[src/rtl/nw_pkg.sv]
// Shared definitions for the Needleman-Wunsch score pipeline: sequencer
// states, buffer slot indices, score width and an address-width helper.
package nw_pkg;

  typedef enum logic [2:0] {
    S_IDLE    = 3'd0,
    S_RD_DIAG = 3'd1,
    S_RD_LEFT = 3'd2,
    S_RD_UP   = 3'd3,
    S_WAIT    = 3'd4,
    S_DONE    = 3'd5
  } nw_state_t;

  // Output-manager buffer slots for the three neighbour scores.
  localparam logic [1:0] SLOT_DIAG = 2'd0;
  localparam logic [1:0] SLOT_LEFT = 2'd1;
  localparam logic [1:0] SLOT_UP   = 2'd2;

  localparam int SCORE_W = 9;

  // Smallest address width that covers the (n+1)x(n+1) score matrix.
  function automatic int min_addr_w(input int n);
    int cells;
    cells      = (n + 1) * (n + 1);
    min_addr_w = 63;
    for (int k = 62; k >= 0; k--)
      if ((64'd1 << k) >= 64'(cells)) min_addr_w = k;
  endfunction

endpackage

[src/rtl/cell_index_counter.sv]
// Row-major cell walker for (1,1)..(N,N). Keeps i, j and the linear row base
// i*(N+1) incrementally so no multiplier is needed. Exposes the next-cycle
// row base and column so the sequencer can register addresses for the cell
// it is about to enter.
module cell_index_counter
  import nw_pkg::*;
#(
  parameter int N      = 16,
  parameter int ADDR_W = 9
) (
  input  logic              clk,
  input  logic              rst,
  input  logic              clear,
  input  logic              advance,
  output logic              last_cell,
  output logic [ADDR_W-1:0] cell_addr,
  output logic [ADDR_W-1:0] nxt_row_base,
  output logic [ADDR_W-1:0] nxt_j
);

  localparam logic [ADDR_W-1:0] NP1  = ADDR_W'(N + 1);
  localparam logic [ADDR_W-1:0] LAST = ADDR_W'(N);
  localparam logic [ADDR_W-1:0] ONE  = ADDR_W'(1);

  logic [ADDR_W-1:0] i_q, j_q, rb_q;
  logic [ADDR_W-1:0] nxt_i;

  // Next index values: clear starts at (1,1), advance steps row-major.
  always_comb begin
    nxt_i        = i_q;
    nxt_j        = j_q;
    nxt_row_base = rb_q;
    if (clear) begin
      nxt_i        = ONE;
      nxt_j        = ONE;
      nxt_row_base = NP1;
    end else if (advance) begin
      if (j_q == LAST) begin
        nxt_j        = ONE;
        nxt_i        = i_q + ONE;
        nxt_row_base = rb_q + NP1;
      end else begin
        nxt_j = j_q + ONE;
      end
    end
  end

  // Index registers; cell_addr is registered from the next values so it is
  // already correct in the first read cycle of a cell.
  always_ff @(posedge clk or negedge rst) begin
    if (!rst) begin
      i_q       <= '0;
      j_q       <= '0;
      rb_q      <= '0;
      cell_addr <= '0;
    end else begin
      i_q       <= nxt_i;
      j_q       <= nxt_j;
      rb_q      <= nxt_row_base;
      cell_addr <= nxt_row_base + nxt_j;
    end
  end

  assign last_cell = (i_q == LAST) && (j_q == LAST);

endmodule

[src/rtl/score_read_sequencer.sv]
// Issues diag/left/up score-RAM reads for every matrix cell in row-major
// order, waiting for the compute stage's cell_done between cells. All
// outputs are registered; en_read/count trail ram_re by the RAM read latency.
module score_read_sequencer
  import nw_pkg::*;
#(
  parameter int N      = 16,
  parameter int ADDR_W = 9
) (
  input  logic              clk,
  input  logic              rst,
  input  logic              start,
  input  logic              cell_done,
  output logic              ram_re,
  output logic [ADDR_W-1:0] ram_addr,
  output logic              en_read,
  output logic [1:0]        count,
  output logic [ADDR_W-1:0] cell_addr,
  output logic              busy,
  output logic              done
);

  if (ADDR_W < min_addr_w(N)) begin : g_addr_w_chk
    $error("score_read_sequencer: ADDR_W too small for (N+1)^2 cells");
  end

  localparam logic [ADDR_W-1:0] NP1    = ADDR_W'(N + 1);
  localparam logic [ADDR_W-1:0] ONE    = ADDR_W'(1);
  localparam int                RD_LAT = 1;

  nw_state_t         state, nxt_state;
  logic              clear, advance, last_cell;
  logic [ADDR_W-1:0] nxt_rb, nxt_j, up_base;
  logic              re_d, busy_d, done_d;
  logic [ADDR_W-1:0] addr_d;
  logic [1:0]        slot_d;

  // Read-valid and slot delay line: stage 0 drives the RAM, last stage
  // lines up with returned data.
  logic [RD_LAT:0]      vld_pipe;
  logic [RD_LAT:0][1:0] slot_pipe;

  cell_index_counter #(.N(N), .ADDR_W(ADDR_W)) u_idx (
    .clk          (clk),
    .rst          (rst),
    .clear        (clear),
    .advance      (advance),
    .last_cell    (last_cell),
    .cell_addr    (cell_addr),
    .nxt_row_base (nxt_rb),
    .nxt_j        (nxt_j)
  );

  // State register.
  always_ff @(posedge clk or negedge rst) begin
    if (!rst) state <= S_IDLE;
    else      state <= nxt_state;
  end

  // Next state plus index-counter control on the transitions that move cells.
  always_comb begin
    nxt_state = state;
    clear     = 1'b0;
    advance   = 1'b0;
    case (state)
      S_IDLE:    if (start) begin
                   clear     = 1'b1;
                   nxt_state = S_RD_DIAG;
                 end
      S_RD_DIAG: nxt_state = S_RD_LEFT;
      S_RD_LEFT: nxt_state = S_RD_UP;
      S_RD_UP:   nxt_state = S_WAIT;
      S_WAIT:    if (cell_done) begin
                   if (last_cell) nxt_state = S_DONE;
                   else begin
                     advance   = 1'b1;
                     nxt_state = S_RD_DIAG;
                   end
                 end
      S_DONE:    nxt_state = S_IDLE;
      default:   nxt_state = S_IDLE;
    endcase
  end

  // Output decode from the state being entered, so the registered outputs
  // are valid in that state's cycle.
  always_comb begin
    up_base = nxt_rb - NP1;
    re_d    = 1'b0;
    addr_d  = '0;
    slot_d  = SLOT_DIAG;
    case (nxt_state)
      S_RD_DIAG: begin
        re_d   = 1'b1;
        addr_d = up_base + nxt_j - ONE;
        slot_d = SLOT_DIAG;
      end
      S_RD_LEFT: begin
        re_d   = 1'b1;
        addr_d = nxt_rb + nxt_j - ONE;
        slot_d = SLOT_LEFT;
      end
      S_RD_UP: begin
        re_d   = 1'b1;
        addr_d = up_base + nxt_j;
        slot_d = SLOT_UP;
      end
      default: ;
    endcase
    busy_d = (nxt_state != S_IDLE);
    done_d = (nxt_state == S_DONE);
  end

  // Output registers and the read-latency delay line.
  always_ff @(posedge clk or negedge rst) begin
    if (!rst) begin
      ram_addr  <= '0;
      busy      <= 1'b0;
      done      <= 1'b0;
      vld_pipe  <= '0;
      slot_pipe <= '0;
    end else begin
      ram_addr  <= addr_d;
      busy      <= busy_d;
      done      <= done_d;
      vld_pipe  <= {vld_pipe[RD_LAT-1:0], re_d};
      slot_pipe <= {slot_pipe[RD_LAT-1:0], slot_d};
    end
  end

  assign ram_re  = vld_pipe[0];
  assign en_read = vld_pipe[RD_LAT];
  assign count   = slot_pipe[RD_LAT];

endmodule

[config.mk]
export PLATFORM = sky130hd
export DESIGN_NAME = score_read_sequencer
export DESIGN_NICKNAME = d
export VERILOG_FILES = /design/src/rtl/nw_pkg.sv /design/src/rtl/cell_index_counter.sv /design/src/rtl/score_read_sequencer.sv
export SDC_FILE = /design/constraint.sdc
export NUM_CORES = 1
export LEC_CHECK = 0
export ABC_AREA = 1
export BUFFER_PORTS_ARGS = -buffer_cell sky130_fd_sc_hd__buf_2
export CAP_MARGIN = 20
export CORE_MARGIN = 8
export CORE_UTILIZATION = 54
export DETAILED_ROUTE_END_ITERATION = 16
export GPL_TIMING_DRIVEN = 0
export PLACE_DENSITY = 0.81
export SLEW_MARGIN = 20
export SYNTH_ARGS = -nofsm -noshare
export SYNTH_HDL_FRONTEND = slang
export SYNTH_SLANG_ARGS = --single-unit
[constraint.sdc]
create_clock -name clk -period 4.65 [get_ports clk]
set_input_delay 0.93 -clock clk [delete_from_list [all_inputs] [get_ports clk]]
set_output_delay 0.93 -clock clk [all_outputs]
set_load 0.01 [all_outputs]
Word level (Yosys, flattened, before mapping)
Index checks and enable logic that the tools add are counted.
{ "word_totals": {"ff_bits": 56, "in_bits": 4, "output_inout_bits": 24} }
{ "classes": {"addsub": 8, "n_eq_ne": 10, "mux": 21, "reduce_logical": 7} }
{ "op_table": {"columns": ["operator", "n"], "rows": [
  ["$mux W9", 9],
  ["$pmux W9 S3", 1],
  ["$add A9 B1 Y9 const B", 2],
  ["$add A9 B9 Y9", 2],
  ["$eq A9 B5 Y1 const B", 2],
  ["$sub A9 B1 Y9 const B", 2],
  ["$pmux W3 S5", 1],
  ["$eq A3 B2 Y1 const B", 4],
  ["$add A9 B5 Y9 const B", 1],
  ["$mux W3", 3],
  ["$sub A9 B5 Y9 const B", 1],
  ["$eq A3 B1 Y1 const B", 2],
  ["$eq A3 B3 Y1 const B", 2],
  ["$mux W1", 6],
  ["$pmux W2 S2", 1],
  ["$reduce_bool A2 Y1", 2],
  ["$logic_not A3 Y1", 1],
  ["$reduce_bool A3 Y1", 1],
  ["$reduce_or A3 Y1", 1],
  ["$reduce_and A2 Y1", 1],
  ["$logic_and A1 B1 Y1", 1]
]} }

Depth between registers and ports, before layout
Gate-level depths: netlist of the first run.
{ "depth": {"ltp_word": 11, "mapped_depth": 31, "depth_no_buf": 31} }

Modules after synthesis
A second synthesis of the first run with hierarchy kept.
{ "hier_totals": {"cells_unflattened": 502, "hier_area_um2": 3818.7} }
{ "by_module_without_submodules": {"columns": ["mod", "n_inst", "cells_each", "area_each_um2", "seq_area_each_um2"], "rows": [
  ["cell_index_counter", 1, 253, 2069.5, 900.9],
  ["score_read_sequencer", 1, 249, 1749.2, 500.5]
]} }

Worst setup path before layout of the first run
OpenSTA, ideal clock, no wires.
{ "synth_path": {"path_kind": "in2reg", "from": "input port cell_done", "to": "register ram_addr[7]", "setup_ns": 0.118, "t_arrival_ns": 3.926, "path_slack_ns": 0.606, "cell_stages": 26, "path_buffers": 0, "path_cell_list": "nand2_1 inv_1 nand2_2 nor2_4 nand2_2 nand2_1 inv_1 o21ai_0 inv_1 ha_1 inv_1 ha_1 inv_1 fa_1 inv_1 o21ai_1 inv_1 nor2_1 inv_1 or2_1 nor2_1 nand2_1 nor2_1 nand3_1 nand3_1 nand2_1"} }
{ "synth_between": {"elab_chain_cells": 8, "elab_cells_between_ends": 17} }
{ "synth_rtl": {"columns": ["item", "line", "rtl"], "rows": [
  ["start: declaration", "score_read_sequencer.sv:13", "input logic cell_done,"],
  ["$mux W1 (*)", "score_read_sequencer.sv:73", "S_WAIT: if (cell_done) begin"],
  ["$mux W1 (*)", "score_read_sequencer.sv:65", "case (state)"],
  ["$mux W9 (*)", "cell_index_counter.sv:37", "end else if (advance) begin"],
  ["$mux W9 (*)", "cell_index_counter.sv:33", "if (clear) begin"],
  ["named net nxt_rb[0]", "score_read_sequencer.sv:33", "logic [ADDR_W-1:0] nxt_rb, nxt_j, up_base;"],
  ["$sub A9 B5 Y9", "score_read_sequencer.sv:88", "up_base = nxt_rb - NP1;"],
  ["$add A9 B9 Y9", "score_read_sequencer.sv:95, score_read_sequencer.sv:105", null],
  ["$sub A9 B1 Y9", "score_read_sequencer.sv:95", "addr_d = up_base + nxt_j - ONE;"],
  ["$pmux W9 S3 (*)", "score_read_sequencer.sv:92", "case (nxt_state)"],
  ["named net addr_d[7]", "score_read_sequencer.sv:35", "logic [ADDR_W-1:0] addr_d;"],
  ["end signal: assignment", "score_read_sequencer.sv:123", "ram_addr <= addr_d;"],
  ["end: declaration", "score_read_sequencer.sv:15", "output logic [ADDR_W-1:0] ram_addr,"]
]} }
The timed path passes the listed nets; every way through them passes the cells marked *.
A chain may end at the register's enable or synchronous reset.

Worst setup path after layout of the first run
{ "layout_path": {"from": "register u_idx.j_q[0]", "to": "register ram_addr[7]"} }
{ "layout_between": {"elab_chain_cells": 11, "elab_cells_between_ends": 24} }
{ "layout_rtl": {"columns": ["item", "line", "rtl"], "rows": [
  ["start: declaration", "cell_index_counter.sv:25", "logic [ADDR_W-1:0] i_q, j_q, rb_q;"],
  ["start signal: assignment", "cell_index_counter.sv:58", "j_q <= nxt_j;"],
  ["$eq A9 B5 Y1 (*)", "cell_index_counter.sv:38, cell_index_counter.sv:64", null],
  ["$logic_and A1 B1 Y1", "cell_index_counter.sv:64", "assign last_cell = (i_q == LAST) && (j_q == LAST);"],
  ["$mux W1", "score_read_sequencer.sv:74", "if (last_cell) nxt_state = S_DONE;"],
  ["$mux W1", "score_read_sequencer.sv:73", null],
  ["$mux W1", "score_read_sequencer.sv:65", null],
  ["$mux W9 (*)", "cell_index_counter.sv:37", null],
  ["$mux W9 (*)", "cell_index_counter.sv:33", null],
  ["named net nxt_rb[2]", "score_read_sequencer.sv:33", null],
  ["$sub A9 B5 Y9", "score_read_sequencer.sv:88", null],
  ["$add A9 B9 Y9", "score_read_sequencer.sv:95, score_read_sequencer.sv:105", null],
  ["$sub A9 B1 Y9", "score_read_sequencer.sv:95", null],
  ["$pmux W9 S3 (*)", "score_read_sequencer.sv:92", null],
  ["named net addr_d[7]", "score_read_sequencer.sv:35", null]
]} }
Marked as above.

==> flow_summary.toml, run 1 <==
[setup_path]
critical-path-top-cell-by-count = "sky130_fd_sc_hd__inv_1"
critical_path_slowest_stage_cell = "sky130_fd_sc_hd__fa_1"
worst_r2r_startpoint = "u_idx.j_q[0]"
critical_path.startpoint = "u_idx.j_q[0]"
crit_fanout = 10
cp.arrival_ps = 4560
critPathKind = "reg -> reg"
worstPathRequired_ps = 4870
start_kind = "register"
cpPeakStageDelay_ps = 590
worst_setup_path_end_kind = "register"

[timing]
setup_ws_ps = 307
final.setup.tns_ps = 0
hold_slack_ps = 360
max_freq_ghz = 0.230
period_needed_ps = 4340
timing.final.hold_violations = 0
worst_clock_skew_ps = 11.3
grt_setup_unrepaired = "yes"
finalCritPeriodShare = 0.934
finalSetupViolations = 0
maxSlewHeadroom = 0.265
drv_slew = 0
timing_worst_slew_pin_value_ps = 1090

[global_route]
gr-usage-all-layers = 0.170
grt_start_max_net_pins = 57
globalRouteOverflowTotal = 0
first_pass_grt_wire_length_um = 13700
first_global_vias = 3089
grt_antenna_before_repair = 0

[floorplan]
top_level_ports = 28
die_w_um = 98.4
die_area_um2 = 9690
placementRows = 30
initial_standard_cell_utilization_of_the_core = 0.549
core-area_um2 = 6680
die_h_um = 98.4

[cts]
clock_latency_ps = 320
postCtsHoldBufs = 0
post_cts_repair_setup_buffers = 0
cts_tree = "yes"
cts.sinks = 56
clock_transition_at_the_registers_of_the_reported_paths_ps = 110
cts-buffers-inserted = 5
cts.repair.resized = 0
root_buffer = "sky130_fd_sc_hd__clkbuf_8"
cts-htree-levels = 2
clockBufferDepth = 2

[placement]
hpwl_um = 5910
globalplace.congestion = 0.864
portBuffers = 27
dpl_cell_area_um2 = 3910
pre_cts_ws_ps = -118

[synthesis]
area_share_of_the_leading_cell_type_in_the_synthesized_netlist = 0.382
netlist-cell-type-count = 34
synth_seq_cells = 56
ys_seq_area_frac = 0.382
yosys_synthesis_warning_count = 0
synth.cells.most_frequent = "sky130_fd_sc_hd__nand2_1 (107), sky130_fd_sc_hd__inv_1 (83), sky130_fd_sc_hd__dfrtp_1 (56)"
synth_top_cells_by_area = "sky130_fd_sc_hd__dfrtp_1 (38%), sky130_fd_sc_hd__nand2_1 (11%), sky130_fd_sc_hd__ha_1 (9.2%)"
syn-mean-instance-area_um2 = 7.63
yosys.cell_count.top_type = "sky130_fd_sc_hd__nand2_1"
synthesis.area_um2 = 3670
yosysTopAreaCell = "sky130_fd_sc_hd__dfrtp_1"
postSynthNetCount = 515
synth_ff_type = "sky130_fd_sc_hd__dfrtp_1"
synth-edff-count = 0
post_synth_inst_count = 481
asyncSetResetFlopFracSynth = 1.00

[routing]
avgRoutedWirePerCell_um = 13.0
routed_vias = 3118
vias_per_cell = 5.23
postRouteAntennaNets = 0
route.final.wire_length_um = 7730
drt_drc_violations_left = 0
detailedRoute.firstIterationViolations = 225
drt_pass1_iterations = 5

[pwr]
power.switching_mw = 1.06
pwr-share-seq = 0.290
share_comb_of_total_power = 0.586
vdd.ir_drop.worst_uv = 246
share_of_total_power_consumed_by_net_switching = 0.470
power_leakage_nw = 2.19
internal_power_mw = 1.20
share_clk_of_total_power = 0.124
power_density_nw_per_um2 = 561

[finish]
layout-drive-gt1-share = 0.155
finish.net_count = 549
area.growth.synth_to_final_pct = 9.65
num_antenna_cells = 0
final_cell_area_um2 = 4020

[min_path]
worst_hold_startpoint = "slot_pipe[0]"
worstHoldPathType = "reg -> reg"

[outcome]
outcome = "finished clean"

[job]
timing.max_cap.violations = 0
==> worst paths after layout <==
path	end	slack, ps	depth (start not counted)
min reg2reg	count[0]	360	0
max	ram_addr[7]	310	26
max in group asynchronous	slot_pipe[0]	3550	1
min in group asynchronous	u_idx.i_q[6]	660	1
min	count[0]	360	0
max reg2reg	ram_addr[7]	310	26
==> cell type report <==
type	count	area (µm²)
buffer	4	23.8
clock buffer	5	68.8
clock inverter	3	26.3
fill	583	2660
inverter	91	344
multi-input combinational	330	1920
sequential	56	1400
tap	80	100
timing repair buffer	27	138
==> per-layer routing <==
metal	part of all wire	GRT usage	vias up
li1	-	-	1572
met5	0	0	-
met4	0.018	0.0614	0
met3	0.048	0.0317	13
met1	0.46	0.210	1446
met2	0.48	0.288	87
==> power by group through the flow <==
stage / registers [mW] / logic, mW / clock network, mW
floorplan: 0.688 / 0.972 / 0
global placement: 0.659 / 1.25 / 0
detailed placement: 0.662 / 1.30 / 0
CTS: 0.654 / 1.31 / 0.292
global route: 0.667 / 1.50 / 0.313
finish: 0.654 / 1.32 / 0.281
==> state kept, by name, summed over array words and instances (netlist names) <==
register	flops
busy	1
u_idx.i_q	9
ram_addr	9
vld_pipe	2
done	1
u_idx.cell_addr	9
count	2
state	3
u_idx.j_q	9
u_idx.rb_q	9
slot_pipe	2
==> metrics by stage <==
step | util | total power [mW] | cells
6_report | 0.602 | 2.26 | 596
5_1_grt | 0.602 | 2.48 | 596
4_1_cts | 0.599 | 2.25 | 596
3_5_place_dp | 0.585 | 1.96 | 588
3_3_place_gp | 0.584 | 1.91 | 588
2_1_floorplan | - | 1.66 | 481
==> critical path, delay by kind of cell, from the launching register on <==
kind	cells	cell delay, ps
AOI/OAI and AO/OA	2	300
adders and majority gates	3	1180
buffers and inverters	6	560
DFF	1	390
and+or+nand+nor	15	1830
==> kinds of logic after synthesis <==
| group | after synthesis | share of synthesized area |
|---|---|---|
| AO/OA/AOI/OAI | 52 | 0.0767 |
| buffers and inverters | 95 | 0.0996 |
| flip-flops | 56 | 0.382 |
| XOR/XNOR | 15 | 0.0358 |
| AND/OR/NAND/NOR | 233 | 0.297 |
| adder cells (fa/ha/maj) | 30 | 0.108 |
==> cells in the final DEF (no fill, tap or decap), drive strengths merged <==
cell      n
a221oi    1
inv      93
clkbuf    6
a21oi    17
ha       27
xor2     12
nor3     12
nand3    41
nand2   118
or2       4
nand4     6
o21ai    27
a22oi     1
and2      2
dfrtp    56
and3      1
o211ai    2
buf      30
clkinv    1
o22ai     3
a21boi    1
xnor2     3
nor2     49
fa        3
No activity file was read; power rests on OpenSTA's default activity.
==> run 2, diff against run 1 <==
- CORE_ASPECT_RATIO: default -> 1.75
==> flow_summary.toml, run 2 (synthesis results as in run 1) <==
[outcome]
outcome = "finished clean"

[setup_path]
crit_fanout = 10
critPathKind = "in -> reg"
cpPeakStageDelay_ps = 580
worstPathRequired_ps = 4850
worst_setup_path_end_kind = "register"
crit_chain = "buf_2 -> nand2_1 -> inv_1 -> nand2_2 -> nor2_4 -> nand2_2 -> inv_2 -> a21oi_1 -> nor3_2 -> inv_1 -> ha_1 -> fa_1 -> inv_1 -> o21ai_1 -> inv_1 -> nor2_1 -> inv_1 -> or2_1 -> nor2_1 -> nand2_1 -> nor2_1 -> nand3_1 -> nand3_1 -> nand2_1"
start_kind = "input pin"
register_to_register_setup_slack_ps = 340
cp.arrival_ps = 4510
critical_path.startpoint = "cell_done"
critical_path_slowest_stage_cell = "sky130_fd_sc_hd__fa_1"
worst_r2r_startpoint = "u_idx.j_q[0]"
reg2reg_depth = 26
critical-path-top-cell-by-count = "sky130_fd_sc_hd__inv_1"

[routing]
route.final.wire_length_um = 8330
highest_layer = "met4"
drt_drc_violations_left = 0
drt_pass1_iterations = 4
routed_vias = 3191
postRouteAntennaNets = 0
vias_per_cell = 5.32
detailroute.wirelength.met3_um = 265
wl_met1_um = 2990
detailedRoute.firstIterationViolations = 183
avgRoutedWirePerCell_um = 13.9
met2_wirelength_um = 4660

[min_path]
hold_depth = 0
worstHoldPathType = "reg -> reg"
worst_hold_startpoint = "slot_pipe[1]"

[global_route]
grt_start_max_net_pins = 57
first_pass_grt_wire_length_um = 14300
globalRouteOverflowTotal = 0
first_global_vias = 3315
grt_antenna_before_repair = 0
gr-usage-all-layers = 0.179

[finish]
fillers = 592
commonest_non_fill_non_tap_cell_in_the_layout = "sky130_fd_sc_hd__nand2_1"
layout-drive-gt1-share = 0.153
multi_input_comb_area_um2 = 1920
num_antenna_cells = 0
stdcell_count = 600
finish.net_count = 549
final_cell_area_um2 = 4080
area.growth.synth_to_final_pct = 11.2
register_area_um2 = 1400
final_cell_mix = "sky130_fd_sc_hd__nand2_1 (107), sky130_fd_sc_hd__inv_1 (82), sky130_fd_sc_hd__dfrtp_1 (56), sky130_fd_sc_hd__nor2_1 (41), sky130_fd_sc_hd__nand3_1 (34)"
postLayoutCoreUtil = 0.608

[timing]
finalSetupViolations = 0
worst_clock_skew_ps = 8.27
hold_slack_ps = 367
max_freq_ghz = 0.232
drv_slew = 0
maxSlewHeadroom = 0.337
finalCritPeriodShare = 0.927
timing.final.hold_violations = 0
period_needed_ps = 4310
timing_worst_slew_pin_value_ps = 987
grt_setup_unrepaired = "no"

[floorplan]
die_area_um2 = 9790
initial_standard_cell_utilization_of_the_core = 0.547
top_level_ports = 28
core-area_um2 = 6710
die_h_um = 125
placementRows = 40
die_w_um = 78.3

[pwr]
vdd.ir_drop.worst_uv = 274
power_leakage_nw = 2.21
power_density_nw_per_um2 = 581
total_power_mw = 2.37

[cts]
cts.repair.resized = 0
root_buffer = "sky130_fd_sc_hd__clkbuf_16"
clock_latency_ps = 300
clockBufferDepth = 2
postCtsHoldBufs = 0
clock_transition_at_the_registers_of_the_reported_paths_ps = 80
post_cts_repair_setup_buffers = 0
cts_tree = "yes"
cts-buffers-inserted = 5
cts.sinks = 56
cts-htree-levels = 2

[placement]
portBuffers = 27
dpl_cell_area_um2 = 3910
globalplace.congestion = 0.973
placed_cells = 592
hpwl_um = 6390

[job]
timing.max_cap.violations = 0
-- run 2: cell types whose count changed in the layout (fill, tap and decap cells not counted), sizes merged --
cell	change
inv	-1
clkinv	+1
-- run 2: critical path, delay by kind of cell --
family | cells | cell delay [ps]
simple gates | 13 | 1730
fa+ha+maj | 2 | 940
buf+inv | 7 | 630
compound gates | 2 | 290
-- run 2: final timing paths --
path	to
worst max-delay path	ram_addr[7]
worst min-delay path	count[1]
worst max register to register	ram_addr[7]
worst min register to register	count[1]
max in group asynchronous	u_idx.rb_q[4]
min in group asynchronous	u_idx.i_q[4]
-- run 2: through the flow --
step | TNS, ps | setup WS (ps)
floorplan | 0 | 606
global placement | -33.3 | -33.3
detailed placement | -157 | -138
CTS | 0 | 137
global route | 0 | 33.4
finish | 0 | 341
-- run 2: layout make-up --
cell class	instances	share of cell area
Multi-Input combinational cell	330	0.470
Inverter	91	0.0837
Clock inverter	3	0.00644
Sequential cell	56	0.344
Tap cell	84	0.0258
Timing Repair Buffer	27	0.0337
Clock buffer	5	0.0307
Buffer	4	0.00583
-- run 2: per-layer routing --
metal	global-route usage	vias to the layer above
met1	0.168	1521
li1	-	1573
met4	0.120	0
met5	0	-
met3	0.0273	28
met2	0.336	69
-- run 2: report_power, final --
group | total [mW] | switching (mW) | internal, mW
logic | 1.31 | 0.832 | 0.481
registers | 0.664 | 0.0599 | 0.604
clock network | 0.393 | 0.189 | 0.204
total | 2.37 | 1.08 | 1.29
==> run 3, diff against run 2 <==
- SYNTH_HIERARCHICAL: default -> 1
- clock period: 4.65 -> 5 ns (I/O delays scaled with it)
==> flow_summary.toml, run 3 <==
[global_route]
first_pass_grt_wire_length_um = 15200
grt_busiest_layer = "met2"
grt_start_max_net_pins = 57
first_global_vias = 3483
global_route.usage.met3 = 0.0267
globalRouteMet2Util = 0.364
grt_antenna_before_repair = 0
groute.layer.met1.usage = 0.172
globalRouteOverflowTotal = 0
gr-usage-all-layers = 0.187

[routing]
avgRoutedWirePerCell_um = 14.1
drt_pass1_iterations = 5
vias_per_cell = 5.39
postRouteAntennaNets = 0
route.final.wire_length_um = 8770
drt_drc_violations_left = 0
detailedRoute.firstIterationViolations = 216
routed_vias = 3350

[placement]
portBuffers = 27
hpwl_um = 6690
dpl_cell_area_um2 = 4060
globalplace.congestion = 0.928
placed_cells = 613
pre_cts_ws_ps = -64.9

[pwr]
total_power_mw = 1.66
power_leakage_nw = 2.34
power_density_nw_per_um2 = 391
vdd.ir_drop.worst_uv = 264

[synthesis]
yosys.cell_count.top_type = "sky130_fd_sc_hd__nand2_1"
asyncSetResetFlopFracSynth = 1.00
synthesis.area_um2 = 3820
synth_ff_type = "sky130_fd_sc_hd__dfrtp_1"
synth_top_cells_by_area = "sky130_fd_sc_hd__dfrtp_1 (37%), sky130_fd_sc_hd__ha_1 (10%), sky130_fd_sc_hd__nand2_1 (10%)"
syn-mean-instance-area_um2 = 7.61
netlist-cell-type-count = 35
post_synth_inst_count = 502
synth_seq_cells = 56
area_share_of_the_leading_cell_type_in_the_synthesized_netlist = 0.367
yosysTopAreaCell = "sky130_fd_sc_hd__dfrtp_1"
postSynthNetCount = 540
yosys_synthesis_warning_count = 6
ys_seq_area_frac = 0.367
synth-edff-count = 0
synth.cells.most_frequent = "sky130_fd_sc_hd__nand2_1 (106), sky130_fd_sc_hd__inv_1 (95), sky130_fd_sc_hd__dfrtp_1 (56)"

[finish]
num_antenna_cells = 0
stdcell_count = 621
final_cell_mix = "sky130_fd_sc_hd__nand2_1 (106), sky130_fd_sc_hd__inv_1 (95), sky130_fd_sc_hd__dfrtp_1 (56), sky130_fd_sc_hd__nand3_1 (43), sky130_fd_sc_hd__nor2_1 (40)"
fillers = 588
commonest_non_fill_non_tap_cell_in_the_layout = "sky130_fd_sc_hd__nand2_1"
area.growth.synth_to_final_pct = 11.4
final_cell_area_um2 = 4260
finish.net_count = 574
layout-drive-gt1-share = 0.143

[cts]
cts-htree-levels = 2
postCtsHoldBufs = 0
clockBufferDepth = 2
cts_tree = "yes"
cts.sinks = 56
clock_latency_ps = 300
post_cts_repair_setup_buffers = 0
cts-buffers-inserted = 5
root_buffer = "sky130_fd_sc_hd__clkbuf_16"
cts.repair.resized = 0
clock_transition_at_the_registers_of_the_reported_paths_ps = 70

[floorplan]
placementRows = 40
die_area_um2 = 10100
die_h_um = 127
top_level_ports = 28
core-area_um2 = 6860
die_w_um = 79.6
initial_standard_cell_utilization_of_the_core = 0.557

[setup_path]
worstPathRequired_ps = 5190
reg2reg_depth = 25
critical-path-top-cell-by-count = "sky130_fd_sc_hd__nor2_1"
critPathKind = "reg -> reg"
cp.arrival_ps = 4600
worst_setup_path_end_kind = "register"
critical_path_slowest_stage_cell = "sky130_fd_sc_hd__fa_1"
start_kind = "register"
cpPeakStageDelay_ps = 440
crit_fanout = 6

[timing]
final.setup.tns_ps = 0
max_freq_ghz = 0.226
setup_ws_ps = 585
drv_slew = 0
finalSetupViolations = 0
timing_worst_slew_pin_value_ps = 696
maxSlewHeadroom = 0.534
period_needed_ps = 4420
grt_setup_unrepaired = "no"
finalCritPeriodShare = 0.883
worst_clock_skew_ps = 3.50
timing.final.hold_violations = 0

[min_path]
hold_depth = 0
worstHoldPathType = "reg -> reg"

[outcome]
outcome = "finished clean"

[job]
timing.max_cap.violations = 0
[run 3: cell count changes in the layout (fill, tap and decap cells not counted), sizes merged, moves of 3 or more]
cell   previous run  this run
xor2             12        16
o21ai            27        20
ha               27        32
nor2             49        53
a21oi            17        25
or2               4         0
nor3             12         9
inv              92        98
nand3            41        47
[run 3: final cells by class]
cell class | count | area [µm²] | area share
clock buffer | 7 | 153 | 0.0359
tap | 84 | 105 | 0.0247
buffer | 4 | 25.0 | 0.00588
clock inverter | 1 | 30.0 | 0.00706
multi-input combinational | 344 | 2040 | 0.478
inverter | 98 | 368 | 0.0864
timing repair buffer | 27 | 138 | 0.0323
sequential | 56 | 1400 | 0.329
[run 3: worst max-delay path, delay by kind of cell, from the launching register on]
kind                       cells  cell delay [ps]
and+or+nand+nor               14             1780
adders and majority gates      4             1180
DFF                            1              420
AOI/OAI and AO/OA              2              320
buffers and inverters          4              340
xor gates and xnor gates       1              240
[run 3: power by group]
| part | total [mW] | switching (mW) | internal (mW) |
|---|---|---|---|
| clock | 0.426 | 0.162 | 0.264 |
| combinational | 0.681 | 0.450 | 0.231 |
| sequential | 0.556 | 0.0317 | 0.524 |
| total | 1.66 | 0.644 | 1.02 |
[run 3: path summary, 6_finish.rpt]
check	to	from	slack, ps
max in group asynchronous	ram_addr[2]	rst	3790
min in group asynchronous	u_idx/cell_addr[0]	rst	750
worst max register to register	ram_addr[6]	u_idx/j_q[0]	580
worst max-delay path	ram_addr[6]	u_idx/j_q[0]	580
worst min-delay path	count[1]	slot_pipe[1]	350
worst min register to register	count[1]	slot_pipe[1]	350
[run 3: per-stage QoR]
step | utilization | hold WS [ps]
finish | 0.621 | 353
global route | 0.621 | 359
CTS | 0.619 | 354
detailed placement | 0.592 | 338
global placement | 0.592 | 335
floorplan | - | 331
[run 3: kinds of logic (layout without fill, tap and decap cells)]
logic type / Yosys count / in the layout / synth area share
compound gates: 56 / 56 / 0.0832
flops: 56 / 56 / 0.367
buf+inv: 102 / 137 / 0.103
mux: 1 / 1 / 0.00262
simple gates: 235 / 235 / 0.288
fa+ha+maj: 34 / 34 / 0.115
xor+xnor: 18 / 18 / 0.0413
[run 3: routing by layer]
| metal | wire (µm) | part of all wire | up-vias |
|---|---|---|---|
| li1 | - | - | 1654 |
| met1 | 3110 | 0.35 | 1607 |
| met2 | 5050 | 0.58 | 66 |
| met3 | 264 | 0.030 | 23 |
| met4 | 345 | 0.039 | 0 |
| met5 | 0 | 0 | - |
